### config.mk
export PLATFORM = sky130hd
export DESIGN_NAME = fpu_issue_ctrl
export DESIGN_NICKNAME = d
export VERILOG_FILES = /design/src/rtl/fpu_issue_ctrl.sv
export SDC_FILE = /design/constraint.sdc
export NUM_CORES = 1
export LEC_CHECK = 0
export ABC_CLOCK_PERIOD_IN_PS = 4950
export BUFFER_PORTS_ARGS = -buffer_cell sky130_fd_sc_hd__buf_2
export CORE_MARGIN = 4
export CORE_UTILIZATION = 45
export DETAILED_ROUTE_END_ITERATION = 8
export HOLD_SLACK_MARGIN = 0.02
export PLACE_DENSITY = 0.62
export SLEW_MARGIN = 15
export SYNTH_ARGS = -nofsm -noshare
export SYNTH_HDL_FRONTEND = slang
export SYNTH_SLANG_ARGS = --single-unit
export TNS_END_PERCENT = 50
### constraint.sdc
create_clock -name clk -period 4.95 [get_ports clk]
set_clock_uncertainty 0.15 [all_clocks]
set_input_delay 0.2475 -clock clk [delete_from_list [all_inputs] [get_ports clk]]
set_output_delay 0.2475 -clock clk [all_outputs]
set_load 0.05 [all_outputs]
### src/rtl/fpu_issue_ctrl.sv
// fpu_issue_ctrl: accepts tagged FPU commands, queues them in a small FIFO and
// issues them one at a time to top_FPU. Each operand set is held stable for
// the FPU latency, then the result is captured, classified and returned on a
// valid/ready response port.
module fpu_issue_ctrl #(
    parameter int FPU_LATENCY = 1,
    parameter int FIFO_DEPTH  = 4,
    parameter int TAG_W       = 4
) (
    input  logic             clk,
    input  logic             rst,
    input  logic             cmd_valid,
    output logic             cmd_ready,
    input  logic [1:0]       cmd_op,
    input  logic [31:0]      cmd_a,
    input  logic [31:0]      cmd_b,
    input  logic [TAG_W-1:0] cmd_tag,
    output logic [1:0]       fpu_operation,
    output logic [31:0]      fpu_a,
    output logic [31:0]      fpu_b,
    input  logic [31:0]      fpu_out,
    output logic             rsp_valid,
    input  logic             rsp_ready,
    output logic [31:0]      rsp_data,
    output logic [TAG_W-1:0] rsp_tag,
    output logic [3:0]       rsp_flags,
    output logic             busy
);

    localparam int PTR_W = $clog2(FIFO_DEPTH);
    localparam int CNT_W = $clog2(FIFO_DEPTH + 1);
    localparam int LAT_W = $clog2(FPU_LATENCY + 1);

    typedef struct packed {
        logic [1:0]       op;
        logic [31:0]      a;
        logic [31:0]      b;
        logic [TAG_W-1:0] tag;
    } cmd_t;

    typedef enum logic [1:0] {
        IDLE = 2'd0,
        WAIT = 2'd1,
        RESP = 2'd2
    } state_t;

    cmd_t             fifo_mem [FIFO_DEPTH];
    logic [PTR_W-1:0] wr_ptr;
    logic [PTR_W-1:0] rd_ptr;
    logic [CNT_W-1:0] count;
    logic             ready_en;
    logic             full;
    logic             push;
    logic             pop;
    cmd_t             head;

    state_t           state;
    logic [LAT_W-1:0] cnt;
    logic [TAG_W-1:0] issue_tag;
    logic [3:0]       flags_next;

    // ready_en keeps cmd_ready low until the first edge after reset release;
    // a full FIFO refuses pushes even when a pop lands on the same edge.
    assign full      = (count == CNT_W'(FIFO_DEPTH));
    assign cmd_ready = ready_en && !full;
    assign push      = cmd_valid && cmd_ready;
    assign pop       = (state == IDLE) && (count != '0);
    assign head      = fifo_mem[rd_ptr];
    assign busy      = (count != '0) || (state != IDLE);

    // Command storage: written on push, read combinationally at the head.
    // NOTE: payload RAM has no reset; only pointers/count need defined values,
    // which keeps it mappable to plain flops or a RAM without reset muxes.
    always_ff @(posedge clk) begin
        if (push) begin
            fifo_mem[wr_ptr] <= '{op: cmd_op, a: cmd_a, b: cmd_b, tag: cmd_tag};
        end
    end

    // FIFO pointers, occupancy and the post-reset ready enable.
    // NOTE: state registers use non-blocking assignments so every flop samples
    // pre-edge values regardless of block evaluation order.
    always_ff @(posedge clk or negedge rst) begin
        if (!rst) begin
            wr_ptr   <= '0;
            rd_ptr   <= '0;
            count    <= '0;
            ready_en <= 1'b0;
        end else begin
            ready_en <= 1'b1;
            if (push) wr_ptr <= wr_ptr + PTR_W'(1);
            if (pop)  rd_ptr <= rd_ptr + PTR_W'(1);
            case ({push, pop})
                2'b10:   count <= count + CNT_W'(1);
                2'b01:   count <= count - CNT_W'(1);
                default: count <= count;
            endcase
        end
    end

    // Result classification from the word on fpu_out and the issued operands.
    // NOTE: every output of a combinational block gets a default first, so no
    // path can leave it unassigned and infer a latch.
    always_comb begin
        flags_next    = '0;
        flags_next[0] = (fpu_out[30:23] == 8'h00) && (fpu_out[22:0] == 23'd0);
        flags_next[1] = (fpu_out[30:23] == 8'hFF) && (fpu_out[22:0] == 23'd0);
        flags_next[2] = (fpu_out[30:23] == 8'hFF) && (fpu_out[22:0] != 23'd0);
        flags_next[3] = (fpu_operation == 2'b11) && (fpu_b[30:0] == 31'd0);
    end

    // Issue FSM: launch from IDLE, count down the FPU latency, hold the
    // response until it is taken, then return to IDLE.
    always_ff @(posedge clk or negedge rst) begin
        if (!rst) begin
            state         <= IDLE;
            cnt           <= '0;
            issue_tag     <= '0;
            fpu_operation <= '0;
            fpu_a         <= '0;
            fpu_b         <= '0;
            rsp_valid     <= 1'b0;
            rsp_data      <= '0;
            rsp_tag       <= '0;
            rsp_flags     <= '0;
        end else begin
            case (state)
                IDLE: begin
                    if (pop) begin
                        fpu_operation <= head.op;
                        fpu_a         <= head.a;
                        fpu_b         <= head.b;
                        issue_tag     <= head.tag;
                        cnt           <= LAT_W'(FPU_LATENCY);
                        state         <= WAIT;
                    end
                end
                WAIT: begin
                    if (cnt != '0) begin
                        cnt <= cnt - LAT_W'(1);
                    end else begin
                        rsp_data  <= fpu_out;
                        rsp_tag   <= issue_tag;
                        rsp_flags <= flags_next;
                        rsp_valid <= 1'b1;
                        state     <= RESP;
                    end
                end
                RESP: begin
                    if (rsp_ready) begin
                        rsp_valid <= 1'b0;
                        state     <= IDLE;
                    end
                end
                default: state <= IDLE;
            endcase
        end
    end

endmodule

==> results of run 1 <==
## path summary, 6_finish.rpt
path | start | slack [ns] | end | cells past startpoint
min reg2reg | issue_tag[2]$_DFFE_PN0P_ | 0.32 | rsp_tag[2]$_DFFE_PN0P_ | 2
max reg2reg | state[0]$_DFFE_PN0P_ | 2.30 | count[2]$_DFFE_PN0P_ | 9
min in group clk | fpu_out[31] | 0.32 | rsp_data[31]$_DFFE_PN0P_ | 4
max in group asynchronous | rst | 3.26 | rd_ptr[0]$_DFFE_PN0P_ | 3
min | rst | 0.22 | rsp_flags[3]$_DFFE_PN0P_ | 2
max | state[0]$_DFFE_PN0P_ | 2.30 | count[2]$_DFFE_PN0P_ | 9
## flip-flops by register name, indices dropped and copies added, names as in the netlist, 3 cells and up
signal     flops
fifo_mem     280
fpu_a         32
fpu_b         32
rsp_data      32
issue_tag      4
rsp_flags      4
rsp_tag        4
count          3
## cells in the final DEF (no fill, tap or decap), types with 2 or more instances in the layout
cell type      netlist  final
buf_2               19    213
a22o_1               2      2
clkbuf_16            0     41
clkbuf_8             0      7
nor4_1              13     13
nand2b_1             3      2
dfrtp_4              0      2
and3_4               0      4
buf_4                8     12
nor2_1               6      6
bufinv_16            0      4
nand3_1              3      3
mux4_1               2      2
edfxtp_1           280    280
mux4_2              68     68
inv_1                8      8
nor3_1               5      5
ha_1                 5      5
clkinv_1             0      2
o21ai_0              4      4
dlygate4sd3_1        0    105
inv_6                0      2
xor2_1               2      2
xnor2_1              4      4
clkinv_2             0      7
nand2_1            327    327
nand4_1              3      3
clkbuf_1             3     11
dfrtp_1            122    120
## routing by layer
metal | up-vias | wire length [µm] | share of wire
li1 | 3985 | - | -
met1 | 4296 | 14100 | 0.44
met2 | 234 | 16200 | 0.50
met3 | 39 | 1670 | 0.051
met4 | 2 | 433 | 0.013
met5 | - | 12 | 0.00037
## stage by stage
| stage | cell area, µm² | setup WS (ns) | util | power, µW | hold WS [ns] |
|---|---|---|---|---|---|
| floorplan | 15000 | 1.47 | - | 8210 | -0.198 |
| global placement | 16500 | 2.30 | 0.505 | 9260 | 0.239 |
| detailed placement | 16500 | 2.29 | 0.505 | 9320 | 0.233 |
| CTS | 18900 | 2.25 | 0.579 | 12500 | 0.248 |
| global route | 18900 | 2.06 | 0.579 | 13000 | 0.268 |
| finish | 18900 | 2.30 | 0.579 | 12300 | 0.224 |
## logic make-up after synthesis
group	Yosys count	synth area share
other	1	0.000250
AOI/OAI and AO/OA	8	0.00367
DFF	402	0.763
and+or+nand+nor	369	0.0978
adders and majority gates	6	0.00550
xor gates and xnor gates	6	0.00350
muxes	72	0.107
buffers and inverters	47	0.0193
## cell type report
type | instances | area [µm²]
inverters | 9 | 33.8
well taps | 442 | 553
multi-input cells | 462 | 3300
repair buffers | 331 | 2220
clock buffers | 59 | 1160
flip-flops and latches | 402 | 11500
clock inverters | 16 | 200
fillers | 2580 | 13800
## report_power, final
| group | total [µW] | switching (µW) | internal (µW) |
|---|---|---|---|
| clock network | 3090 | 1240 | 1850 |
| registers | 4930 | 553 | 4370 |
| logic | 4310 | 2970 | 1340 |
==> impl_metrics.tcl, run 1 <==
set metrics [dict create \
    finalSetupTns_ns 0 \
    p_per_area_mw_per_mm2 651 \
    cts-buffers-inserted 41 \
    fin_cells 1721 \
    crit_buf_inv 2 \
    run_status "finished, final reports clean" \
    max_stage_delay_ns 0.53 \
    crit_chain "nor2_1, nand2b_4, inv_2, ha_1, inv_1, fa_1, xor2_1, nor2_1, xor2_1" \
    num_antenna_cells 0 \
    die_h_um 191 \
    grt_max_degree 82 \
    synth.area.top_cells "edfxtp_1, dfrtp_1, mux4_2" \
    ant_nets 0 \
    syn2layout_area_growth_pct 26.1 \
    maxCapViolCount 0 \
    finalWeightedCongestion 0.724 \
    dpl.hpwl_um 18700 \
    period_needed_ns 2.65 \
    crit_slowest_cell "inv_2" \
    wirelength_um 32500 \
    yosysUniqueCellTypes 34 \
    report.final.hold_viol_count 0 \
    crit_fanout 33 \
    gr-usage-met1 0.239 \
    ys_warn_count 0 \
    row_count 66 \
    dieArea_mm2 0.0364 \
    die_x_um 191 \
    synth_cells 911 \
    firstDrtPassIters 4 \
    drive_above_1_share 0.286 \
    port_buffers 214 \
    drv_slew 0 \
    clock_latency_ns 0.53 \
    rsz0062_at_grt "false" \
    track_usage 0.178 \
    syn-cell-area_mm2 0.0150 \
    slew_headroom 0.364 \
    wl_per_cell_um 18.9 \
    path_clk_slew_ns 0.06 \
    cts_tree "built" \
    cp-end-kind "flop" \
    avgViaCountPerCell 4.97 \
    avgSynthCellArea_um2 16.5 \
    leakagePower_uw 0.00768 \
    antenna_found_initial 1 \
    fmax_ghz 0.377 \
    synth_edf_count 280 \
    io-pin-count 215 \
    grt_pass1_wl_um 50600 \
    crit_type "flop to flop" \
    async_reset_ff_frac 0.303 \
    synthTopCellsByCount "nand2_1, edfxtp_1, dfrtp_1, mux4_2, buf_2" \
    ys.flop_type "edfxtp_1" \
    fin_nets 1359 \
    worst_pin_slew_ns 0.954 \
    yosys.area.top_type_share 0.560 \
    peakVddDrop_mv 0.381 \
    drc 0 \
    critPathRequiredTime_ns 5.25 \
    vias 8556 \
    grt.overflow.total 0 \
    ctsHoldBuffers 105 \
    dpl.cell_count 1541 \
    cts_htree_levels 2 \
    min_path_type "input pin to async pin" \
    synth_area_leader_cell "edfxtp_1" \
    clockBufferDepth 3 \
    fin_crit_sh 0.535 \
    met2_usage 0.310 \
    synth_seq_cells 402 \
    gr-usage-met3 0.0324 \
    start_kind "flop" \
    initial_core_util 0.459 \
    cts_setup_buffers 0 \
    cts_sinks 402 \
    setup_viol 0 \
    busiest_layer "met2" \
    root_buffer "clkbuf_16" \
    yosysSeqAreaShare 0.763 \
    critPathTopFamily "adder cells" \
    core-area_mm2 0.0327 \
    grt_pass1_vias 8931 \
    detail_route.iter0.violations 452 \
    cts_resized 0 \
    cp.arrival_ns 2.94 \
    synthesis.nets 1023 \
    synth.most_common_cell "nand2_1" \
]
Note: power is estimated with default switching activity, not from simulation.
==> run 2, diff against run 1 <==
--- a/config.mk
+++ b/config.mk
@@ -5,7 +5,8 @@
 export SDC_FILE = /design/constraint.sdc
 export NUM_CORES = 1
 export LEC_CHECK = 0
-export ABC_CLOCK_PERIOD_IN_PS = 4950
+export ABC_AREA = 1
+export ABC_CLOCK_PERIOD_IN_PS = 2630
 export BUFFER_PORTS_ARGS = -buffer_cell sky130_fd_sc_hd__buf_2
 export CORE_MARGIN = 4
 export CORE_UTILIZATION = 45
==> constraint.sdc (replaced) <==
create_clock -name clk -period 2.63 [get_ports clk]
set_clock_uncertainty 0.15 [all_clocks]
set_input_delay 0.1315 -clock clk [delete_from_list [all_inputs] [get_ports clk]]
set_output_delay 0.1315 -clock clk [all_outputs]
set_load 0.05 [all_outputs]
==> run 2 against run 1 <==
Against the previous run: setup slack worse by 2.2 ns; routed wire length grew 12%; sequential share of layout area is 2.1 points lower; flip-flop and latch count stayed put; clock-buffer cell count is 5 higher; register-to-register slack got worse by 2.2 ns; die area rose by 3.0%; cell count rose by 23%; critical path depth up 1; critical endpoint is now rsp_flags[0]$_DFFE_PN0P_; largest cell class unchanged.
==> impl_metrics.tcl, run 2 <==
set metrics [dict create \
    cp-end-kind "flop" \
    syn2layout_area_growth_pct 26.6 \
    layout_common_cells "nand2_1, edfxtp_1, nor2_1" \
    largest_register_ffs 280 \
    setup_viol 0 \
    synth_seq_cells 402 \
    num_antenna_cells 0 \
    core-area_mm2 0.0337 \
    avgViaCountPerCell 5.00 \
    firstDrtPassIters 5 \
    grt_pass1_vias 10900 \
    drc 0 \
    grt.overflow.total 0 \
    grt_max_degree 142 \
    whs_ns 0.126 \
    dpl.hpwl_um 20300 \
    cp.arrival_ns 2.78 \
    track_usage 0.194 \
    pre_cts_ws_ns 0.500 \
    cts_htree_levels 2 \
    min_path_type "input pin to async pin" \
    crit_slowest_cell "dlygate4sd3_1" \
    start_kind "flop" \
    initial_core_util 0.459 \
    synth_cells 1308 \
    cts_tree "built" \
    synth.most_common_cell "nand2_1" \
    drive_above_1_share 0.195 \
    dieArea_mm2 0.0374 \
    grt_pass1_wl_um 59300 \
    synthTopCellsByCount "nand2_1, edfxtp_1, nor2_1, dfrtp_1, o21ai_0" \
    avgSynthCellArea_um2 11.8 \
    syn-cell-area_mm2 0.0155 \
    io-pin-count 215 \
    ys.flop_type "edfxtp_1" \
    ant_nets 0 \
    path_clk_slew_ns 0.06 \
    clockBufferDepth 3 \
    layout_commonest_cell "nand2_1" \
    report.final.hold_viol_count 0 \
    port_buffers 214 \
    antenna_found_initial 0 \
    die_x_um 194 \
    detail_route.iter0.violations 550 \
    die_h_um 194 \
    critPathRequiredTime_ns 2.92 \
    p_per_area_mw_per_mm2 1240 \
    yosysSeqAreaShare 0.740 \
    period_needed_ns 2.49 \
    synth_area_leader_cell "edfxtp_1" \
    finalWeightedCongestion 0.800 \
    wirelength_um 36400 \
    fin_nets 1742 \
    crit_chain "inv_2, nand2_1, nor2_4, buf_12, nand3_1, dlygate4sd3_1, nor2_1, nand2_1, dlygate4sd3_1, nand2_1" \
    fin_crit_sh 0.945 \
    synth_edf_count 280 \
    root_buffer "clkbuf_16" \
    maxCapViolCount 0 \
    cts-buffers-inserted 42 \
    drv_slew 0 \
    run_status "finished, final reports clean" \
    wl_per_cell_um 17.3 \
    ys_warn_count 0 \
    row_count 67 \
    crit_type "flop to flop" \
    vias 10600 \
    synthesis.nets 1420 \
    max_stage_delay_ns 0.56 \
    top_register "fifo_mem" \
    worst_pin_slew_ns 0.903 \
    synth.area.top_cells "edfxtp_1, dfrtp_1, nand2_1" \
    cpMostUsedCell "nand2_1" \
    clock_latency_ns 0.52 \
    layout_setup_ws_ns 0.144 \
    leakagePower_uw 0.00807 \
    crit_buf_inv 4 \
    slew_headroom 0.398 \
    peakVddDrop_mv 0.796 \
    critPathTopFamily "buffers and inverters" \
    async_reset_ff_frac 0.303 \
    yosys.area.top_type_share 0.543 \
    yosysUniqueCellTypes 31 \
    cts_sinks 402 \
    crit_fanout 24 \
    fmax_ghz 0.402 \
]
==> run 2: cells by family after synthesis <==
group	synth area share
AND/OR/NAND/NOR	0.142
flip-flops	0.740
AO/OA/AOI/OAI	0.0749
buffers and inverters	0.0349
adder cells (fa/ha/maj)	0.00533
XOR/XNOR	0.00226
other	0.000242
==> run 2: layout make-up <==
type | instances | area (µm²)
Sequential cell | 402 | 11500
Clock inverter | 13 | 145
Tap cell | 448 | 561
Multi-Input combinational cell | 805 | 3540
Fill cell | 2776 | 14100
Timing Repair Buffer | 347 | 2530
Clock buffer | 64 | 1230
Inverter | 32 | 125
==> run 2: final timing paths <==
| kind | startpoint | end | slack [ns] | depth (start not counted) |
|---|---|---|---|---|
| max | state[1]$_DFFE_PN0P_ | rsp_flags[0]$_DFFE_PN0P_ | 0.14 | 10 |
| min | rst | rsp_data[31]$_DFFE_PN0P_ | 0.13 | 2 |
| max reg2reg | state[1]$_DFFE_PN0P_ | rsp_flags[0]$_DFFE_PN0P_ | 0.14 | 10 |
| min reg2reg | rsp_data[12]$_DFFE_PN0P_ | rsp_data[12]$_DFFE_PN0P_ | 0.32 | 2 |
| max in group asynchronous | rst | fpu_b[3]$_DFFE_PN0P_ | 1.48 | 3 |
| min in group clk | cmd_b[28] | fifo_mem[3][32]$_DFFE_PP_ | 0.21 | 2 |
==> run 2: timing repair <==
item                                    in CTS  in global routing
setup buffers                                0                  0
endpoints found under the hold margin      404                  0
hold buffers                               108                  0
endpoints found under the setup margin       0                  1
gates resized for setup                      0                  3
==> run 2: report_power, final <==
part / switching [µW] / total (µW) / internal [µW]
clock: 2310 / 5850 / 3530
sequential: 670 / 8870 / 8200
combinational: 7160 / 9690 / 2530
==> run 2: worst register-to-register path, cell delays in order (launching register included) <==
cell and delay (ns):
dfrtp_1 0.38, inv_2 0.07, nand2_1 0.10, nor2_4 0.15, buf_12 0.18, nand3_1 0.09
dlygate4sd3_1 0.56, nor2_1 0.09, nand2_1 0.05, dlygate4sd3_1 0.56, nand2_1 0.06
==> run 2: stage by stage <==
| step | power, µW | setup TNS, ns | cell area (µm²) | utilization | std cells |
|---|---|---|---|---|---|
| 3_5_place_dp | 18600 | 0 | 17100 | 0.509 | 1927 |
| 2_1_floorplan | 16000 | -8.00 | 15500 | - | 1308 |
| 6_report | 24400 | 0 | 19600 | 0.582 | 2111 |
| 3_3_place_gp | 18400 | 0 | 17100 | 0.509 | 1927 |
| 5_1_grt | 25900 | -0.00889 | 19600 | 0.582 | 2111 |
| 4_1_cts | 24600 | 0 | 19600 | 0.582 | 2112 |
==> run 2: per-layer routing <==
| layer | wire length (µm) | vias to the layer above | GRT usage |
|---|---|---|---|
| met2 | 18100 | 263 | 0.339 |
| met3 | 1830 | 50 | 0.0360 |
| met4 | 703 | 0 | 0.0475 |
| met1 | 15800 | 5148 | 0.252 |
| met5 | 0 | - | 0 |
| li1 | - | 5090 | - |
==> run 3, diff against run 2 <==
--- a/config.mk
+++ b/config.mk
@@ -12,7 +12,6 @@
 export CORE_UTILIZATION = 45
 export DETAILED_ROUTE_END_ITERATION = 8
 export HOLD_SLACK_MARGIN = 0.02
-export PLACE_DENSITY = 0.62
 export SLEW_MARGIN = 15
 export SYNTH_ARGS = -nofsm -noshare
 export SYNTH_HDL_FRONTEND = slang
==> run 3 against run 2 <==
Against the previous run: cell count down 0.24%; sequential power about the same; global-route usage about the same; critical path depth down 1; worst hold slack better by 0.081 ns.
==> impl_metrics.tcl, run 3 (synthesis gave the netlist of run 2 again) <==
set metrics [dict create \
    run_status "finished, final reports clean" \
    wl_per_cell_um 17.1 \
    die_h_um 194 \
    cts_tree "built" \
    drc 0 \
    slew_headroom 0.406 \
    hold_path_depth 2 \
    regToRegStartpoint "count[1]$_DFFE_PN0P_" \
    layout_setup_ws_ns 0.484 \
    critPathRequiredTime_ns 2.87 \
    grt.overflow.total 0 \
    avgViaCountPerCell 4.93 \
    cts_setup_buffers 0 \
    dpl.hpwl_um 20200 \
    fmax_ghz 0.466 \
    io-pin-count 215 \
    grt_pass1_wl_um 59300 \
    rsz0062_at_grt "false" \
    cp-end-kind "flop" \
    cts_sinks 402 \
    path_clk_slew_ns 0.06 \
    r2r_end "count[2]$_DFFE_PN0P_" \
    root_buffer "clkbuf_16" \
    fin_nets 1737 \
    period_needed_ns 2.15 \
    leakagePower_uw 0.00805 \
    track_usage 0.194 \
    antenna_found_initial 1 \
    ctsHoldBuffers 108 \
    fin_crit_sh 0.816 \
    hold_end "fifo_mem[0][22]$_DFFE_PP_" \
    report.final.hold_viol_count 0 \
    crit_fanout 8 \
    worstRegToRegCells 9 \
    cts_htree_levels 2 \
    clock_latency_ns 0.52 \
    hp-start "cmd_b[18]" \
    worst_pin_slew_ns 0.892 \
    firstDrtPassIters 4 \
    layout_common_cells "nand2_1, edfxtp_1, nor2_1" \
    cp.arrival_ns 2.39 \
    dieArea_mm2 0.0374 \
    min_path_type "input pin to flop" \
    grt_pass1_vias 10900 \
    start_kind "flop" \
    die_x_um 194 \
    peakVddDrop_mv 0.814 \
    setup_viol 0 \
    row_count 67 \
    top_register "fifo_mem" \
    initial_core_util 0.459 \
    cts-buffers-inserted 41 \
    finalWeightedCongestion 0.831 \
    vias 10400 \
    port_buffers 214 \
    drv_slew 0 \
    core-area_mm2 0.0337 \
    total_power_uw 24300 \
    cts_resized 0 \
    ant_nets 0 \
    ff2ff_setup_slack_ns 0.48 \
    nFillCells 2793 \
    largest_register_ffs 280 \
    finalSetupTns_ns 0 \
    pre_cts_ws_ns 0.496 \
    crit_type "flop to flop" \
    detail_route.iter0.violations 582 \
    maxCapViolCount 0 \
    drive_above_1_share 0.194 \
    clockBufferDepth 3 \
    grt_max_degree 100 \
    crit_start "count[1]$_DFFE_PN0P_" \
    p_per_area_mw_per_mm2 1240 \
    layout_commonest_cell "nand2_1" \
    wirelength_um 36100 \
    syn2layout_area_growth_pct 26.2 \
]
==> run 3: final cells by class <==
| type | count | area [µm²] | share of cell area |
|---|---|---|---|
| Antenna cell | 1 | 2.50 | 0.000128 |
| Clock buffer | 55 | 1150 | 0.0589 |
| Clock inverter | 20 | 206 | 0.0106 |
| Inverter | 32 | 125 | 0.00640 |
| Multi-Input combinational cell | 805 | 3540 | 0.181 |
| Sequential cell | 402 | 11500 | 0.587 |
| Tap cell | 448 | 561 | 0.0287 |
| Timing Repair Buffer | 343 | 2490 | 0.127 |
==> run 3: worst max-delay path by stage <==
stage / endpoint / depth (start not counted)
after floorplan: fifo_mem[0][0]$_DFFE_PP_ / 4
after global placement: count[2]$_DFFE_PN0P_ / 9
after detailed placement: count[2]$_DFFE_PN0P_ / 9
after CTS: count[2]$_DFFE_PN0P_ / 9
after global routing: count[2]$_DFFE_PN0P_ / 9
final: count[2]$_DFFE_PN0P_ / 9
==> run 3: per-stage QoR <==
stage	cells	instance area (µm²)	hold WS [ns]	utilization
3_3_place_gp	1922	17100	-0.0819	0.507
4_1_cts	2105	19500	0.184	0.580
5_1_grt	2106	19500	0.196	0.580
2_1_floorplan	1308	15500	-0.314	-
6_report	2106	19500	0.207	0.580
3_5_place_dp	1922	17100	-0.0780	0.507
==> run 3: worst max-delay path, cell delays in order, from the launching register on <==
cell and delay (ns):
dfrtp_1 0.41, nor2_2 0.17, a21boi_4 0.08, nand2_4 0.17
ha_1 0.17, inv_1 0.06, fa_1 0.38, a21oi_1 0.15
o21ai_0 0.12, xor2_1 0.16
==> run 3: layer usage <==
metal  share of wire  global-route usage  vias to the layer above
li1                -                   -                     5086
met1            0.45               0.255                     4998
met2            0.49               0.337                      250
met3           0.048              0.0381                       42
met4           0.015              0.0414                        0
met5               0                   0                        -
==> run 3: report_power, final <==
group	internal, µW	switching [µW]
clock	3470	2300
combinational	2510	7140
sequential	8200	650
total	14200	10100
